[config.mk]
export PLATFORM = sky130hd
export DESIGN_NAME = hdlc_tx_scheduler
export DESIGN_NICKNAME = d
export VERILOG_FILES = /design/src/rtl/hdlc_tx_scheduler.sv
export SDC_FILE = /design/constraint.sdc
export NUM_CORES = 1
export LEC_CHECK = 0
export CORE_UTILIZATION = 43
export DETAILED_ROUTE_END_ITERATION = 8
export GPL_ROUTABILITY_DRIVEN = 0
export PLACE_DENSITY_LB_ADDON = 0.08
export SYNTH_ARGS = -nofsm -noshare
export SYNTH_HDL_FRONTEND = slang
export SYNTH_SLANG_ARGS = --single-unit
[constraint.sdc]
create_clock -name netclk -period 2.1 [get_ports netclk]
set_clock_uncertainty 0.1 [all_clocks]
set_input_delay 0.42 -clock netclk [delete_from_list [all_inputs] [get_ports netclk]]
set_output_delay 0.42 -clock netclk [all_outputs]
set_load 0.05 [all_outputs]
[src/rtl/hdlc_tx_scheduler.sv]
// HDLC transmit scheduler: round-robin ownership of one framer at frame boundaries,
// a one-byte staging register, eop/flag-fill control and underrun flush.
module hdlc_tx_scheduler #(
  parameter int NREQ     = 2,
  parameter int GAP_BITS = 32
) (
  input  logic              netclk,
  input  logic              reset_n,
  input  logic              fill_en,
  input  logic [NREQ-1:0]   req_valid,
  input  logic [8*NREQ-1:0] req_data,
  input  logic [NREQ-1:0]   req_last,
  output logic [NREQ-1:0]   req_ack,
  output logic [7:0]        fr_data_in,
  output logic              fr_data_available,
  input  logic              fr_data_consumed,
  output logic              fr_eop,
  output logic              fr_flag_fill,
  input  logic              fr_underrun,
  output logic [NREQ-1:0]   grant,
  output logic              busy,
  output logic              frame_done,
  output logic [7:0]        abort_count
);

  localparam int PW = (NREQ > 1) ? $clog2(NREQ) : 1;
  localparam int CW = (GAP_BITS > 1) ? $clog2(GAP_BITS + 1) : 1;

  typedef enum logic [2:0] {IDLE, LOAD, STREAM, FLUSH, GAP} state_t;

  state_t          state;
  logic [PW-1:0]   ptr;
  logic [PW-1:0]   gidx;
  logic [CW-1:0]   gap_cnt;
  logic            stg_valid;
  logic            stg_last;
  logic [7:0]      stg_data;
  logic [2:0]      cons_sync;
  logic [2:0]      urun_sync;

  logic            cons_evt;
  logic            urun_evt;
  logic            pick_found;
  logic [PW-1:0]   pick_idx;
  logic            g_valid;
  logic            g_last;
  logic [7:0]      g_data;
  logic [NREQ-1:0] ack_one;

  // Bits [1:0] synchronise; bit 2 is the previous synchronised value for edge detection.
  assign cons_evt = cons_sync[1] & ~cons_sync[2];
  assign urun_evt = urun_sync[1] & ~urun_sync[2];

  assign g_valid = req_valid[gidx];
  assign g_last  = req_last[gidx];
  assign g_data  = req_data[8*int'(gidx) +: 8];
  assign ack_one = NREQ'(1) << gidx;

  assign fr_data_available = stg_valid;
  assign fr_data_in        = stg_data;
  assign busy              = (state != IDLE);
  assign fr_flag_fill      = fill_en && (state == IDLE) && !(|req_valid);

  // Round-robin search starting just after the last owner, wrapping around.
  always_comb begin
    // NOTE: every always_comb output gets a default first so no latch is inferred.
    pick_found = 1'b0;
    pick_idx   = ptr;
    for (int k = 1; k <= NREQ; k++) begin
      if (!pick_found && req_valid[(int'(ptr) + k) % NREQ]) begin
        pick_found = 1'b1;
        pick_idx   = PW'((int'(ptr) + k) % NREQ);
      end
    end
  end

  // NOTE: sequential state uses non-blocking assignments so every flop samples pre-edge values.
  always_ff @(posedge netclk or negedge reset_n) begin
    if (!reset_n) begin
      state       <= IDLE;
      ptr         <= PW'(NREQ - 1);
      gidx        <= '0;
      grant       <= '0;
      gap_cnt     <= '0;
      stg_valid   <= 1'b0;
      stg_last    <= 1'b0;
      stg_data    <= '0;
      fr_eop      <= 1'b0;
      req_ack     <= '0;
      frame_done  <= 1'b0;
      abort_count <= '0;
      cons_sync   <= '0;
      urun_sync   <= '0;
    end else begin
      cons_sync  <= {cons_sync[1:0], fr_data_consumed};
      urun_sync  <= {urun_sync[1:0], fr_underrun};
      req_ack    <= '0;
      frame_done <= 1'b0;

      case (state)
        IDLE: begin
          if (pick_found) begin
            grant <= NREQ'(1) << pick_idx;
            gidx  <= pick_idx;
            ptr   <= pick_idx;
            state <= LOAD;
          end
        end

        LOAD, STREAM: begin
          if (urun_evt) begin
            if (abort_count != 8'hFF) abort_count <= abort_count + 8'd1;
            stg_valid <= 1'b0;
            state     <= FLUSH;
          end else if (state == STREAM && stg_valid && cons_evt) begin
            stg_valid <= 1'b0;
            if (stg_last) begin
              fr_eop  <= 1'b1;
              gap_cnt <= CW'(GAP_BITS);
              state   <= GAP;
            end
          end else if (!stg_valid && g_valid) begin
            stg_data  <= g_data;
            stg_last  <= g_last;
            stg_valid <= 1'b1;
            req_ack   <= ack_one;
            state     <= STREAM;
          end
        end

        FLUSH: begin
          // Skip the cycle right after an ack so a requester still showing the old byte is not acked twice.
          if (g_valid && !(|req_ack)) begin
            req_ack <= ack_one;
            if (g_last) begin
              gap_cnt <= CW'(GAP_BITS);
              state   <= GAP;
            end
          end
        end

        GAP: begin
          if (gap_cnt <= CW'(1)) begin
            fr_eop     <= 1'b0;
            grant      <= '0;
            frame_done <= 1'b1;
            state      <= IDLE;
          end else begin
            gap_cnt <= gap_cnt - CW'(1);
          end
        end

        default: state <= IDLE;
      endcase
    end
  end

endmodule

# Word-level counts from Yosys, hierarchy flattened
# Index checks and enable logic that the tools add are counted.
# word_totals
regBits	41
latchBits	0
ram_bits	0
mem_bits_ro	0
inputBits	25
output_inout_bits	25
word_cells	124
memories	0
# classes
addsub	4
multipliers	0
div_mod_pow	0
magnitude_cmp	4
n_eq_ne	15
n_shift	3
mux	48
bitwise_logic	8
n_reduce_logical	28
# op_table
cell	count
two-way mux 6 bit	6
two-way mux 3 bit	8
two-way mux 1 bit	23
one-hot mux 6 bit (3 select lines)	1
inequality test 2 bit, second input constant	8
indexed part select 16 x 5 -> 8 bit	1
two-way mux 2 bit	6
one-hot mux 3 bit (4 select lines)	1
nonzero test 3 bit	3
adder 8 x 1 -> 8 bit, second input constant	1
inequality test 4 bit, second input constant	2
inequality test 8 bit, second input constant	1
one-hot mux 2 bit (2 select lines)	2
logical AND 1 bit	7
AND reduction 7 bit	1
== test 3 x 2 -> 1 bit, second input constant	2
less-or-equal comparator 6 x 1 -> 1 bit, second input constant	1
less-than comparator 2 x 3 -> 1 bit, second input constant	2
AND reduction 3 bit	2
AND reduction 6 bit	1
OR reduction 2 bit	3
subtractor 6 x 1 -> 6 bit, second input constant	1
AND reduction 5 bit	1
zero test 1 bit	4
other kinds (13)	22

# Longest topological paths before layout
# Gate-level depths: netlist (run 1).
# logic_depth
ltp_word	12
mapped_depth	7
ltp_nobuf	7

# Least setup slack after synthesis (run 1)
# Ideal clock, no wire load.
# synth_path
path_kind	flip-flop to output port
from	register state[2]
to	output fr_flag_fill
arrival_ps	2187
required_ps	1580
slack_ps	-607
stages_incl_launch_ff	5
path_buffers	0
path_cell_list	dfrtp_1 nor3_1 inv_1 or3_1 nor2_1
# synth_between
elab_chain_cells	3
# synth_lines
element	line_no	source
start: declaration	31	state_t state;
start signal: assignment	80	state <= IDLE;
start signal: assignment	106	state <= LOAD;
start signal: assignment	114	state <= FLUSH;
zero test 3 bit	62	assign fr_flag_fill = fill_en && (state == IDLE) && !(|req_valid);
logical AND 1 bit (2 in series)	62	
end: declaration	18	output logic fr_flag_fill,
# Every way passes these cells.

# Final worst setup path (run 1)
# layout_path
from	register state[1]
to	output fr_flag_fill
# Same word-level chain as after synthesis.

==> flow_metrics.env, run 1 <==
export IMPL_cap_violations=0
export IMPL_use_met2_pct=36.9
export IMPL_worstSetupStartpointType="flip-flop"
export IMPL_crit_fanout=2
export IMPL_grt_pass1_wl_um=7210
export IMPL_track_usage_pct=21.1
export IMPL_layout_commonest_cell="clkdlybuf4s50_1"
export IMPL_finalNetCount=285
export IMPL_grt_pass1_vias=1623
export IMPL_grt_ovfl_total=0
export IMPL_portBuffers=49
export IMPL_dr_pass1_iters=4
export IMPL_grt_use_met3_pct=5.10
export IMPL_htreeDepth=2
export IMPL_slew_viol_final=0
export IMPL_hold_path_class="flip-flop to flip-flop"
export IMPL_die_h_um=68.7
export IMPL_outcome="complete, but fails checks"
export IMPL_grt_max_degree=22
export IMPL_violations="negative setup slack"
export IMPL_via_per_inst=5.26
export IMPL_ios=50
export IMPL_timing_final_crit_share_pct=104
export IMPL_netlist_area_mm2=0.00191
export IMPL_hold_viol=0
export IMPL_setup_viol=5
export IMPL_seq_area_frac_synth_pct=53.7
export IMPL_rows=23
export IMPL_gr_max_usage_layer="met2"
export IMPL_syn_mean_instance_area_um2=10.7
export IMPL_cp_arrival_ps=1670
export IMPL_fill_cells=327
export IMPL_ys_ff_latch=41
export IMPL_dp_cells=295
export IMPL_slew_limit_headroom_pct=65.7
export IMPL_placement_cell_area_mm2=0.00263
export IMPL_n_antenna_cell=0
export IMPL_coreArea_mm2=0.00414
export IMPL_ir_drop_uv=510
export IMPL_die_x_um=68.7
export IMPL_synthFlopType="dfrtp_1"
export IMPL_drt_iter0_markers=71
export IMPL_vias=1620
export IMPL_cts_buffers_inserted=5
export IMPL_yosys_cell_types_count=41
export IMPL_fmax_ghz=0.456
export IMPL_met1_usage_pct=24.9
export IMPL_cts_sinks=41
export IMPL_dp_hpwl_um=3250
export IMPL_setup_tns_ps=-270
export IMPL_clk_latency_ps=290
export IMPL_multi_input_area_um2=927
export IMPL_initial_core_util_pct=46.2
export IMPL_rsz0062_at_grt="yes"
export IMPL_syn_inst=178
export IMPL_clk_pin_slew_ps=80
export IMPL_final_seq_area_mm2=0.00103
export IMPL_wirelength_um=4420
export IMPL_layout_cells_non_filler=308
export IMPL_layout_common_cells="38 x clkdlybuf4s50_1, 36 x dfrtp_1, 28 x buf_4, 19 x nand2_1, 10 x mux2i_1"
export IMPL_clockBufferDepth=2
export IMPL_dieArea_mm2=0.00472
export IMPL_fin_ws_ps=-91.1
export IMPL_pre_cts_ws_ps=-427
export IMPL_drive_gt1_share_pct=26.0
export IMPL_drc=0
export IMPL_worstSetupPathType="flip-flop to output pin"
export IMPL_wl_per_cell_um=14.3
export IMPL_synth_edff_count=0
export IMPL_fin_area_mm2=0.00283
export IMPL_p_per_area_mw_per_mm2=513
export IMPL_ant_nets=0
export IMPL_worst_slew_pin_slew_ps=513
export IMPL_cts_root_buf="clkbuf_8"
export IMPL_synth_fp_nets=206
export IMPL_cp_required_ps=1580
export IMPL_synthArstFlopShare_pct=100
export IMPL_syn_to_final_growth_pct=47.8
export IMPL_p_leak_nw=1.39
export IMPL_ys_warn_count=0
export IMPL_critPathCaptureType="output pin"
export IMPL_finalCriticalPeriod_ps=2190
export IMPL_antenna_found_initial=0
export IMPL_cts_tree="yes"
==> routing by layer <==
metal	share of wire (%)	wire length, µm
met2	53	2330
met1	42	1840
met3	4.7	207
met4	1.0	46
met5	0	0
==> cell type report <==
type | instances | share of cell area [%]
sequential | 41 | 36.5
tap | 50 | 2.21
clock buffer | 5 | 2.43
clock inverter | 3 | 0.619
inverter | 8 | 1.06
multi-input combinational | 126 | 32.8
timing repair buffer | 75 | 24.4
==> what timing repair did <==
action                                 in CTS  in global routing
pin swaps                                   2                  0
resized for setup                          14                  7
setup endpoints to repair                   9                 20
hold buffers                                1                  0
endpoints found under the hold margin       8                  0
setup buffers                               4                  0
==> final timing paths <==
kind                               from           end  slack [ps]  cells past startpoint
hold reg to reg            urun_sync[0]  urun_sync[1]         250                      0
hold / removal             urun_sync[0]  urun_sync[1]         250                      0
setup reg to reg               state[0]    gap_cnt[3]         -60                      8
max in group asynchronous       reset_n      state[2]         810                      3
setup / recovery               state[1]  fr_flag_fill         -90                      6
min in group asynchronous       reset_n    gap_cnt[1]         520                      2
==> synth_stat cells (5+ instances only) <==
master	count	area share [%]
a21o_1	5	2.0
dfrtp_1	40	52
inv_1	8	1.6
mux2i_1	10	5.2
nand2_1	20	3.9
nor2_1	9	1.8
nor3_1	7	1.8
o21ai_0	11	2.9
xnor2_1	6	2.7
==> cells by family (layout without fill, tap and decap cells) <==
group           count (synthesis)  count (layout)  synth area share [%]
flops                          41              41                  53.7
buf+inv                        11              91                  2.22
compound gates                 36              36                  13.7
simple gates                   67              67                  18.3
xor+xnor                        8               8                  3.66
mux                            12              12                  6.41
fa+ha+maj                       3               3                  1.96
==> state kept, by name, indices dropped and copies added (netlist names), 2 cells and up <==
register,flops
fr_data_in,8
urun_sync,3
state,3
abort_count,8
cons_sync,3
grant,2
req_ack,2
gap_cnt,6
==> worst max-delay path, stage by stage, from the launching register on <==
cell	delay, ps
dfrtp_2	430
nor3_4	200
inv_2	50
or3_4	340
buf_6	130
nor2_4	90
buf_12	140
==> where the power goes <==
| part | internal [mW] | switching (mW) | leakage, nW |
|---|---|---|---|
| clock | 0.229 | 0.268 | 0.0439 |
| combinational | 0.0664 | 0.0730 | 0.835 |
| sequential | 0.805 | 0.00902 | 0.513 |
==> metrics by stage <==
stage	utilization, %	hold slack [ps]	power (mW)
finish	68.2	252	1.45
global route	68.2	262	1.52
CTS	67.5	254	1.47
detailed placement	63.4	236	0.970
global placement	63.4	235	0.966
floorplan	-	24.4	0.879
Note: power is estimated with default switching activity, not from simulation.
==> run 2: changes to the inputs <==
==> constraint.sdc (replaced) <==
create_clock -name netclk -period 1.9 [get_ports netclk]
set_clock_uncertainty 0.1 [all_clocks]
set_input_delay 0.38 -clock netclk [delete_from_list [all_inputs] [get_ports netclk]]
set_output_delay 0.38 -clock netclk [all_outputs]
set_load 0.05 [all_outputs]
==> flow_metrics.env, run 2 (synthesis gave the netlist of run 1 again) <==
export IMPL_outcome="complete, but fails checks"
export IMPL_violations="negative setup slack"
export IMPL_die_x_um=68.7
export IMPL_drive_gt1_share_pct=49.1
export IMPL_crit_fanout=6
export IMPL_setup_tns_ps=-1590
export IMPL_worstSetupPathType="flip-flop to output pin"
export IMPL_clockBufferDepth=2
export IMPL_grt_pass1_vias=1617
export IMPL_critPathCaptureType="output pin"
export IMPL_pre_cts_ws_ps=-472
export IMPL_htreeDepth=2
export IMPL_slowest_stage="dfrtp_2"
export IMPL_slew_viol_final=0
export IMPL_intPower_mw=1.39
export IMPL_layout_common_cells="56 x buf_4, 28 x dfrtp_1, 19 x clkdlybuf4s50_1, 12 x nand2_1, 12 x dfrtp_2"
export IMPL_n_antenna_cell=0
export IMPL_p_clk_share_pct=40.3
export IMPL_hold_path_class="flip-flop to flip-flop"
export IMPL_ios=50
export IMPL_clk_latency_ps=290
export IMPL_worstSetupStartpointType="flip-flop"
export IMPL_reg2reg_slack_ps=-180
export IMPL_switching_share_pct=22.3
export IMPL_switchingPower_mw=0.399
export IMPL_cts_root_buf="clkbuf_8"
export IMPL_timing_final_crit_share_pct=114
export IMPL_finalNetCount=302
export IMPL_drc=0
export IMPL_antenna_found_initial=0
export IMPL_timing_rr_end="gap_cnt[4]"
export IMPL_vias=1730
export IMPL_fin_ws_ps=-259
export IMPL_crit_chain="nor3_4 -> inv_4 -> or3_4 -> nor2_4 -> buf_12"
export IMPL_finalCriticalPeriod_ps=2160
export IMPL_fmax_ghz=0.463
export IMPL_combPwrFrac_pct=9.2
export IMPL_track_usage_pct=21.4
export IMPL_cap_violations=0
export IMPL_rsz0062_at_grt="yes"
export IMPL_p_per_area_mw_per_mm2=567
export IMPL_p_leak_nw=1.53
export IMPL_layout_commonest_cell="buf_4"
export IMPL_initial_core_util_pct=46.2
export IMPL_cp_required_ps=1420
export IMPL_dieArea_mm2=0.00472
export IMPL_grt_pass1_wl_um=7370
export IMPL_worst_slew_pin_slew_ps=455
export IMPL_whs_path_depth=0
export IMPL_ir_drop_uv=541
export IMPL_hold_viol=0
export IMPL_reg2reg_depth=8
export IMPL_cp_arrival_ps=1680
export IMPL_dr_pass1_iters=4
export IMPL_hold_end="cons_sync[1]"
export IMPL_cts_buffers_inserted=5
export IMPL_grt_ovfl_total=0
export IMPL_setup_viol=12
export IMPL_wl_per_cell_um=15.8
export IMPL_portBuffers=49
export IMPL_cts_tree="yes"
export IMPL_rows=23
export IMPL_wirelength_um=5140
export IMPL_via_per_inst=5.32
export IMPL_syn_to_final_growth_pct=65.4
export IMPL_grt_max_degree=19
export IMPL_power_frac_seq_pct=50.4
export IMPL_slew_limit_headroom_pct=69.6
export IMPL_clk_pin_slew_ps=80
export IMPL_cts_sinks=41
export IMPL_die_h_um=68.7
export IMPL_ant_nets=0
export IMPL_coreArea_mm2=0.00414
export IMPL_timing_rr_start="state[0]"
export IMPL_dp_hpwl_um=3480
export IMPL_cpPeakStageDelay_ps=460
export IMPL_drt_iter0_markers=85
export IMPL_min_delay_start="cons_sync[0]"
[run 2: what timing repair did]
item	CTS	global route
hold buffers	1	0
setup buffers	3	6
gates cloned	0	1
resized for setup	17	41
endpoints found under the setup margin	20	22
endpoints found under the hold margin	16	0
pin swaps	6	20
[run 2: power groups by stage]
stage	registers [mW]	clock network, mW	logic [mW]
finish	0.904	0.723	0.166
global placement	0.916	0	0.154
floorplan	0.950	0	0.0241
CTS	0.900	0.736	0.159
global route	0.905	0.781	0.178
detailed placement	0.917	0	0.159
[run 2: cell type report]
class                           instances  area [µm²]
Fill cell                             270         980
Clock buffer                            6        82.6
Tap cell                               50        62.6
Multi-Input combinational cell        126        1100
Clock inverter                          2        37.5
Timing Repair Buffer                   92         811
Inverter                                8        32.5
Sequential cell                        41        1040
[run 2: how the worst max path moves through the flow]
stage,start,end,slack [ps],cells past startpoint
after CTS,state[2],fr_flag_fill,-220,5
after global placement,req_last[0],gap_cnt[0],-410,6
after detailed placement,req_valid[0],gap_cnt[5],-470,7
after floorplan,state[2],fr_flag_fill,-80,4
after global routing,state[2],fr_flag_fill,-310,5
final,state[2],fr_flag_fill,-260,5
[run 2: through the flow]
stage | instances | hold WS [ps] | utilization (%) | power [mW] | area [µm²]
after floorplan | 178 | -15.6 | - | 0.974 | 2030
after global routing | 325 | 262 | 76.4 | 1.86 | 3160
after global placement | 306 | 226 | 66.5 | 1.07 | 2760
after detailed placement | 306 | 231 | 66.5 | 1.08 | 2760
after CTS | 318 | 256 | 71.3 | 1.79 | 2960
final | 325 | 254 | 76.4 | 1.79 | 3160
[run 2: critical path, delay by kind of cell, from the launching register on]
kind                   cells  cell delay (ps)
DFF                        1              460
buffers and inverters      2              180
and+or+nand+nor            3              740
[run 2: per-layer routing]
metal	global-route usage (%)	part of all wire, %	vias up	wire [µm]
met5	0	0	-	0
met4	6.89	1.4	0	70
met3	4.11	3.6	8	187
met2	37.4	54	46	2770
met1	26.5	41	846	2110
li1	-	-	830	-
==> run 3: changes to the inputs <==
--- a/config.mk
+++ b/config.mk
@@ -8,7 +8,7 @@
 export CORE_UTILIZATION = 43
 export DETAILED_ROUTE_END_ITERATION = 8
 export GPL_ROUTABILITY_DRIVEN = 0
-export PLACE_DENSITY_LB_ADDON = 0.08
+export PLACE_DENSITY_LB_ADDON = 0.12
 export SYNTH_ARGS = -nofsm -noshare
 export SYNTH_HDL_FRONTEND = slang
 export SYNTH_SLANG_ARGS = --single-unit
==> constraint.sdc (replaced) <==
create_clock -name netclk -period 1.9 [get_ports netclk]
set_clock_uncertainty 0.1 [all_clocks]
set_input_delay 0.38 -clock netclk [delete_from_list [all_inputs] [get_ports netclk]]
set_output_delay 0.38 -clock netclk [all_outputs]
set_load 0.02 [all_outputs]
==> flow_metrics.env, run 3 (synthesis gave the netlist of run 1 again) <==
export IMPL_critPathTopFamily="compound AO/OA/AOI/OAI gates"
export IMPL_dieArea_mm2=0.00472
export IMPL_cap_violations=0
export IMPL_crit_path_end="gap_cnt[0]"
export IMPL_grt_max_degree=22
export IMPL_cts_sinks=41
export IMPL_path_buf_inv=1
export IMPL_slowest_stage="dfrtp_2"
export IMPL_ios=50
export IMPL_finalCriticalPeriod_ps=2160
export IMPL_multi_input_area_mm2=0.00107
export IMPL_cts_buffers_inserted=5
export IMPL_timing_rr_start="gidx"
export IMPL_htreeDepth=2
export IMPL_rsz0062_at_grt="yes"
export IMPL_grt_use_met3_pct=7.24
export IMPL_hold_path_class="flip-flop to flip-flop"
export IMPL_ir_drop_uv=521
export IMPL_timing_rr_end="gap_cnt[0]"
export IMPL_wirelength_um=6080
export IMPL_cts_root_buf="clkbuf_8"
export IMPL_p_leak_nw=1.70
export IMPL_p_clk_share_pct=41.3
export IMPL_layout_cells_non_filler=334
export IMPL_hold_ws_ps=260
export IMPL_gr_max_usage_layer="met2"
export IMPL_worstSetupPathDepth=6
export IMPL_cp_arrival_ps=2240
export IMPL_drive_gt1_share_pct=38.4
export IMPL_critPathCaptureType="flip-flop"
export IMPL_timing_final_crit_share_pct=113
export IMPL_crit_fanout=6
export IMPL_finalNetCount=311
export IMPL_switching_share_pct=22.6
export IMPL_drc=0
export IMPL_drt_iter0_markers=95
export IMPL_reg2reg_slack_ps=-260
export IMPL_initial_core_util_pct=46.2
export IMPL_dp_hpwl_um=3680
export IMPL_setup_viol=21
export IMPL_met1_usage_pct=28.5
export IMPL_crit_chain="mux2i_4 -> buf_6 -> o41ai_4 -> o2111ai_4 -> or2_4 -> a311o_1"
export IMPL_grt_pass1_vias=1801
export IMPL_antenna_found_initial=0
export IMPL_fill_cells=246
export IMPL_ant_nets=0
export IMPL_clockBufferDepth=2
export IMPL_clk_latency_ps=300
export IMPL_die_h_um=68.7
export IMPL_wl_per_cell_um=18.2
export IMPL_intPower_mw=1.41
export IMPL_switchingPower_mw=0.412
export IMPL_worstSetupPathType="flip-flop to flip-flop"
export IMPL_clk_pin_slew_ps=90
export IMPL_track_usage_pct=25.3
export IMPL_dp_cells=311
export IMPL_power_frac_seq_pct=49.6
export IMPL_combPwrFrac_pct=9.1
export IMPL_outcome="complete, but fails checks"
export IMPL_worst_slew_pin_slew_ps=534
export IMPL_reg2reg_depth=6
export IMPL_slew_viol_final=0
export IMPL_coreArea_mm2=0.00414
export IMPL_layout_common_cells="37 x clkdlybuf4s50_1, 37 x buf_4, 36 x dfrtp_1, 12 x nand2_1, 10 x buf_6"
export IMPL_violations="negative setup slack"
export IMPL_portBuffers=49
export IMPL_n_antenna_cell=0
export IMPL_via_per_inst=5.61
export IMPL_grt_pass1_wl_um=8450
export IMPL_startpoint="gidx"
export IMPL_rows=23
export IMPL_final_seq_area_mm2=0.00103
export IMPL_worstSetupStartpointType="flip-flop"
export IMPL_vias=1873
export IMPL_fmax_ghz=0.464
export IMPL_cpPeakStageDelay_ps=460
export IMPL_use_met2_pct=45.5
export IMPL_cp_required_ps=1980
export IMPL_slew_limit_headroom_pct=64.4
export IMPL_cts_tree="yes"
export IMPL_grt_ovfl_total=0
export IMPL_die_x_um=68.7
export IMPL_fin_ws_ps=-255
export IMPL_hold_viol=0
export IMPL_min_delay_start="cons_sync[0]"
export IMPL_p_per_area_mw_per_mm2=551
export IMPL_syn_to_final_growth_pct=72.9
export IMPL_dr_pass1_iters=5
[run 3: cell types whose count changed in the layout (fill, tap and decap cells not counted), sizes merged]
| cell | previous run | this run |
|---|---|---|
| buf | 67 | 53 |
| clkdlybuf4s50 | 19 | 37 |
| dlygate4sd2 | 4 | 3 |
| dlymetal6s2s | 0 | 6 |
[run 3: final cells by class]
class,count,share of cell area (%)
Timing Repair Buffer,101,30.0
Inverter,8,0.908
Clock buffer,6,2.50
Clock inverter,2,1.14
Tap cell,50,1.89
Sequential cell,41,31.2
Multi-Input combinational cell,126,32.3
[run 3: worst register-to-register path, stage by stage (launching register included)]
cell,delay [ps]
dfrtp_2,460
mux2i_4,210
buf_6,140
o41ai_4,300
o2111ai_4,240
or2_4,310
a311o_1,290
[run 3: power by group through the flow]
stage	clock network [mW]	registers [mW]	logic, mW
6_report	0.752	0.904	0.165
5_1_grt	0.790	0.906	0.178
4_1_cts	0.766	0.900	0.147
3_5_place_dp	0	0.917	0.140
3_3_place_gp	0	0.916	0.136
2_1_floorplan	0	0.927	0.0220
[run 3: stage by stage]
stage | setup WS, ps | TNS [ps] | util (%) | instance area (µm²) | total power [mW]
6_report | -255 | -3100 | 79.8 | 3310 | 1.82
5_1_grt | -301 | -4270 | 79.8 | 3310 | 1.87
4_1_cts | -159 | -1520 | 75.8 | 3140 | 1.81
3_5_place_dp | -503 | -7960 | 67.7 | 2810 | 1.06
3_3_place_gp | -475 | -6780 | 67.7 | 2810 | 1.05
2_1_floorplan | 2.57 | 0 | - | 1980 | 0.949
[run 3: routing by layer]
layer	share of wire, %	up-vias
li1	-	852
met1	39	921
met2	53	77
met3	5.5	23
met4	3.2	0
met5	0	-
[run 3: what timing repair did]
| item | in CTS | in global routing |
|---|---|---|
| gates resized for setup | 38 | 40 |
| hold buffers | 1 | 0 |
| endpoints found under the setup margin | 25 | 35 |
| gates cloned | 2 | 0 |
| pin swaps | 7 | 17 |
| endpoints found under the hold margin | 19 | 0 |
| setup buffers | 6 | 6 |
[run 3: how the worst min path moves through the flow]
stage,end,slack [ps],depth (start not counted)
6_report,cons_sync[1],260,0
5_1_grt,urun_sync[1],270,0
4_1_cts,urun_sync[1],260,0
3_5_place_dp,urun_sync[1],240,0
3_3_place_gp,urun_sync[1],230,0
2_1_floorplan,abort_count[0],-20,0
==> RTL change, RTL diff (settings of run 2) <==
Put one more register stage on the output `abort_count`, with the module's reset. The value now appears one clock later. The other outputs are not delayed to match.
--- a/src/rtl/hdlc_tx_scheduler.sv
+++ b/src/rtl/hdlc_tx_scheduler.sv
@@ -28,4 +28,6 @@
 
   typedef enum logic [2:0] {IDLE, LOAD, STREAM, FLUSH, GAP} state_t;
+
+  logic [7:0] abort_count_s0;
 
   state_t          state;
@@ -89,5 +91,5 @@
       req_ack     <= '0;
       frame_done  <= 1'b0;
-      abort_count <= '0;
+      abort_count_s0 <= '0;
       cons_sync   <= '0;
       urun_sync   <= '0;
@@ -110,5 +112,5 @@
         LOAD, STREAM: begin
           if (urun_evt) begin
-            if (abort_count != 8'hFF) abort_count <= abort_count + 8'd1;
+            if (abort_count_s0 != 8'hFF) abort_count_s0 <= abort_count_s0 + 8'd1;
             stg_valid <= 1'b0;
             state     <= FLUSH;
@@ -156,4 +158,12 @@
   end
 
+  always_ff @(posedge netclk or negedge reset_n) begin
+    if (!reset_n) begin
+      abort_count <= '0;
+    end else begin
+      abort_count <= abort_count_s0;
+    end
+  end
+
 endmodule
 
Function: changed (Yosys sat finds a counterexample within 4 cycles, from zero or initial values and one cycle with reset_n low).
==> RTL change against run 2 <==
The run still ends with setup timing left; utilization decreased by 13 points; register-to-register slack improved by 230 ps; count of clock-buffer cells in the layout unchanged; critical path type is now in -> out; setup slack improved by 250 ps; sequential cell count increased by 8; routed wire length decreased by 14%; largest cell class is now registers; sequential share of layout area increased by 7.2 points; global-route usage decreased by 3.9 points; final area decreased by 2.9%; area after synthesis increased by 16%.
Power is left out: it rests on default switching activity, and per cell area and clock period it moved more than threefold.
==> RTL change: results (changes against run 2) <==
outcome:
  outcome: "finished with violations"
  violations: "setup timing"
clock_network:
  cts_made_buffers: 5  # unchanged
  htreeDepth: 2  # unchanged
  cts_max_path_buffers: 2  # unchanged
  insertion_delay_ps: 300
  cts-root-buf: "clkbuf_8"
  path_clk_slew_ps: 80  # about the same
sta:
  setup_ws_ps: -4.983  # +253.7 ps
  setup_violations: 1  # -11
  fin_setup_tns_ps: -4.983  # +1585 ps
  max_slew_margin_pct: 72.75  # +3.2 points
global_route:
  grt_pass1_vias: 1543  # -4.6%
  grt_util_met1_pct: 24.58  # -1.9 points
  use_met2_pct: 25.99  # -11 points
  met3_usage_pct: 4.252  # +0.14 points
  grt_usage_pct: 17.48  # -3.9 points
  antenna_found_initial: 0  # unchanged
  grt_max_degree: 50  # +31
  grt_pass1_wl_um: 7148  # -3.0%
worst_setup_path:
  crit_fanout: 3  # -3
routing:
  vias_per_cell: 5.021  # -5.7%
  dr.pass1.iters: 4  # unchanged
  ant_nets: 0  # unchanged
  drtIter0Drc: 45  # -47%
  wirelength_um: 4435  # -14%
placed_design:
  port-buffer-count: 49  # unchanged
  dp.cells: 322  # +5.2%
  place_hpwl_um: 3093  # -11%
layout:
  nNetsFinal: 295  # -2.3%
  antenna_cells: 0  # unchanged
  drive_gt1_share_pct: 30.60  # -18 points
  stdcell_count: 335  # +3.1%
  fillers: 411  # +52%
min_path:
  hp-class: "reg -> reg"
synthesis:
  ys_seq_area_share_pct: 55.33  # +1.6 points
  synth_cell_types: 46  # +12%
  synth-main-ff-cell: "dfrtp_1"
  yosys_warnings: 0  # unchanged
  avgSynthCellArea_um2: 11.32  # +5.3%
  ys_top_cells_by_area: "dfrtp_1 (54%), mux2i_1 (4.1%), a31oi_1 (3.4%), a21oi_1 (2.9%), mux2_2 (2.5%)"
  synth_commonest_cells: "dfrtp_1 (48), a21oi_1 (13), a31oi_1 (12), nand2_1 (12), nor2_1 (11)"
  syn-num-nets: 224  # +8.7%
  async_flop_share_pct: 100.0  # unchanged
RTL change: timing repair:
action	in CTS	in global routing
hold buffers	1	0
setup buffers	4	1
endpoints found under the setup margin	5	11
resized for setup	12	8
pin swaps	3	8
hold endpoints to repair	48	0
RTL change: logic make-up after synthesis:
kind of cell	after synthesis	share of synthesized area [%]
buffers and inverters	14	2.876
multiplexers	14	6.599
XOR/XNOR	10	4.625
flip-flops	49	55.33
adder cells (fa/ha/maj)	3	1.692
AO/OA/AOI/OAI	44	12.41
AND/OR/NAND/NOR	62	16.47
RTL change: worst max-delay path: stages:
cell and delay, ps:
clkdlybuf4s50_1 450, buf_4 160, nor2_2 100, and3_4 210, buf_12 130
RTL change: worst paths after layout:
kind,depth (start not counted),endpoint,startpoint,slack (ps)
setup / recovery,5,fr_flag_fill,req_valid[1],-5
hold / removal,0,urun_sync[1],urun_sync[0],250
setup reg to reg,4,gap_cnt[0],state[0],50
hold reg to reg,0,urun_sync[1],urun_sync[0],250
max in group asynchronous,3,ptr,reset_n,910
min in group asynchronous,3,urun_sync[2],reset_n,500
RTL change: final cells by class:
| type | count | area share, % |
|---|---|---|
| Sequential cell | 49 | 40.11 |
| Multi-Input combinational cell | 133 | 31.92 |
| Timing Repair Buffer | 72 | 20.60 |
| Tap cell | 67 | 2.728 |
| Clock buffer | 6 | 2.687 |
| Clock inverter | 2 | 1.221 |
| Inverter | 6 | 0.7329 |
RTL change: per-layer routing:
layer / part of all wire, % / vias up
li1: - / 850
met3: 3.8 / 8
met5: 0 / -
met4: 1.5 / 0
met2: 45 / 37
met1: 50 / 787
RTL change: stage by stage:
step                worst slack [ps]  area, um2  hold WS (ps)  util [%]
floorplan                      15.52       2221        -15.59         -
global placement              -177.2       2846         234.1     58.71
detailed placement            -210.6       2846         234.7     58.71
CTS                           -11.44       3052         254.9     62.94
global route                  -71.19       3073         266.3     63.38
finish                        -4.983       3073         252.5     63.38
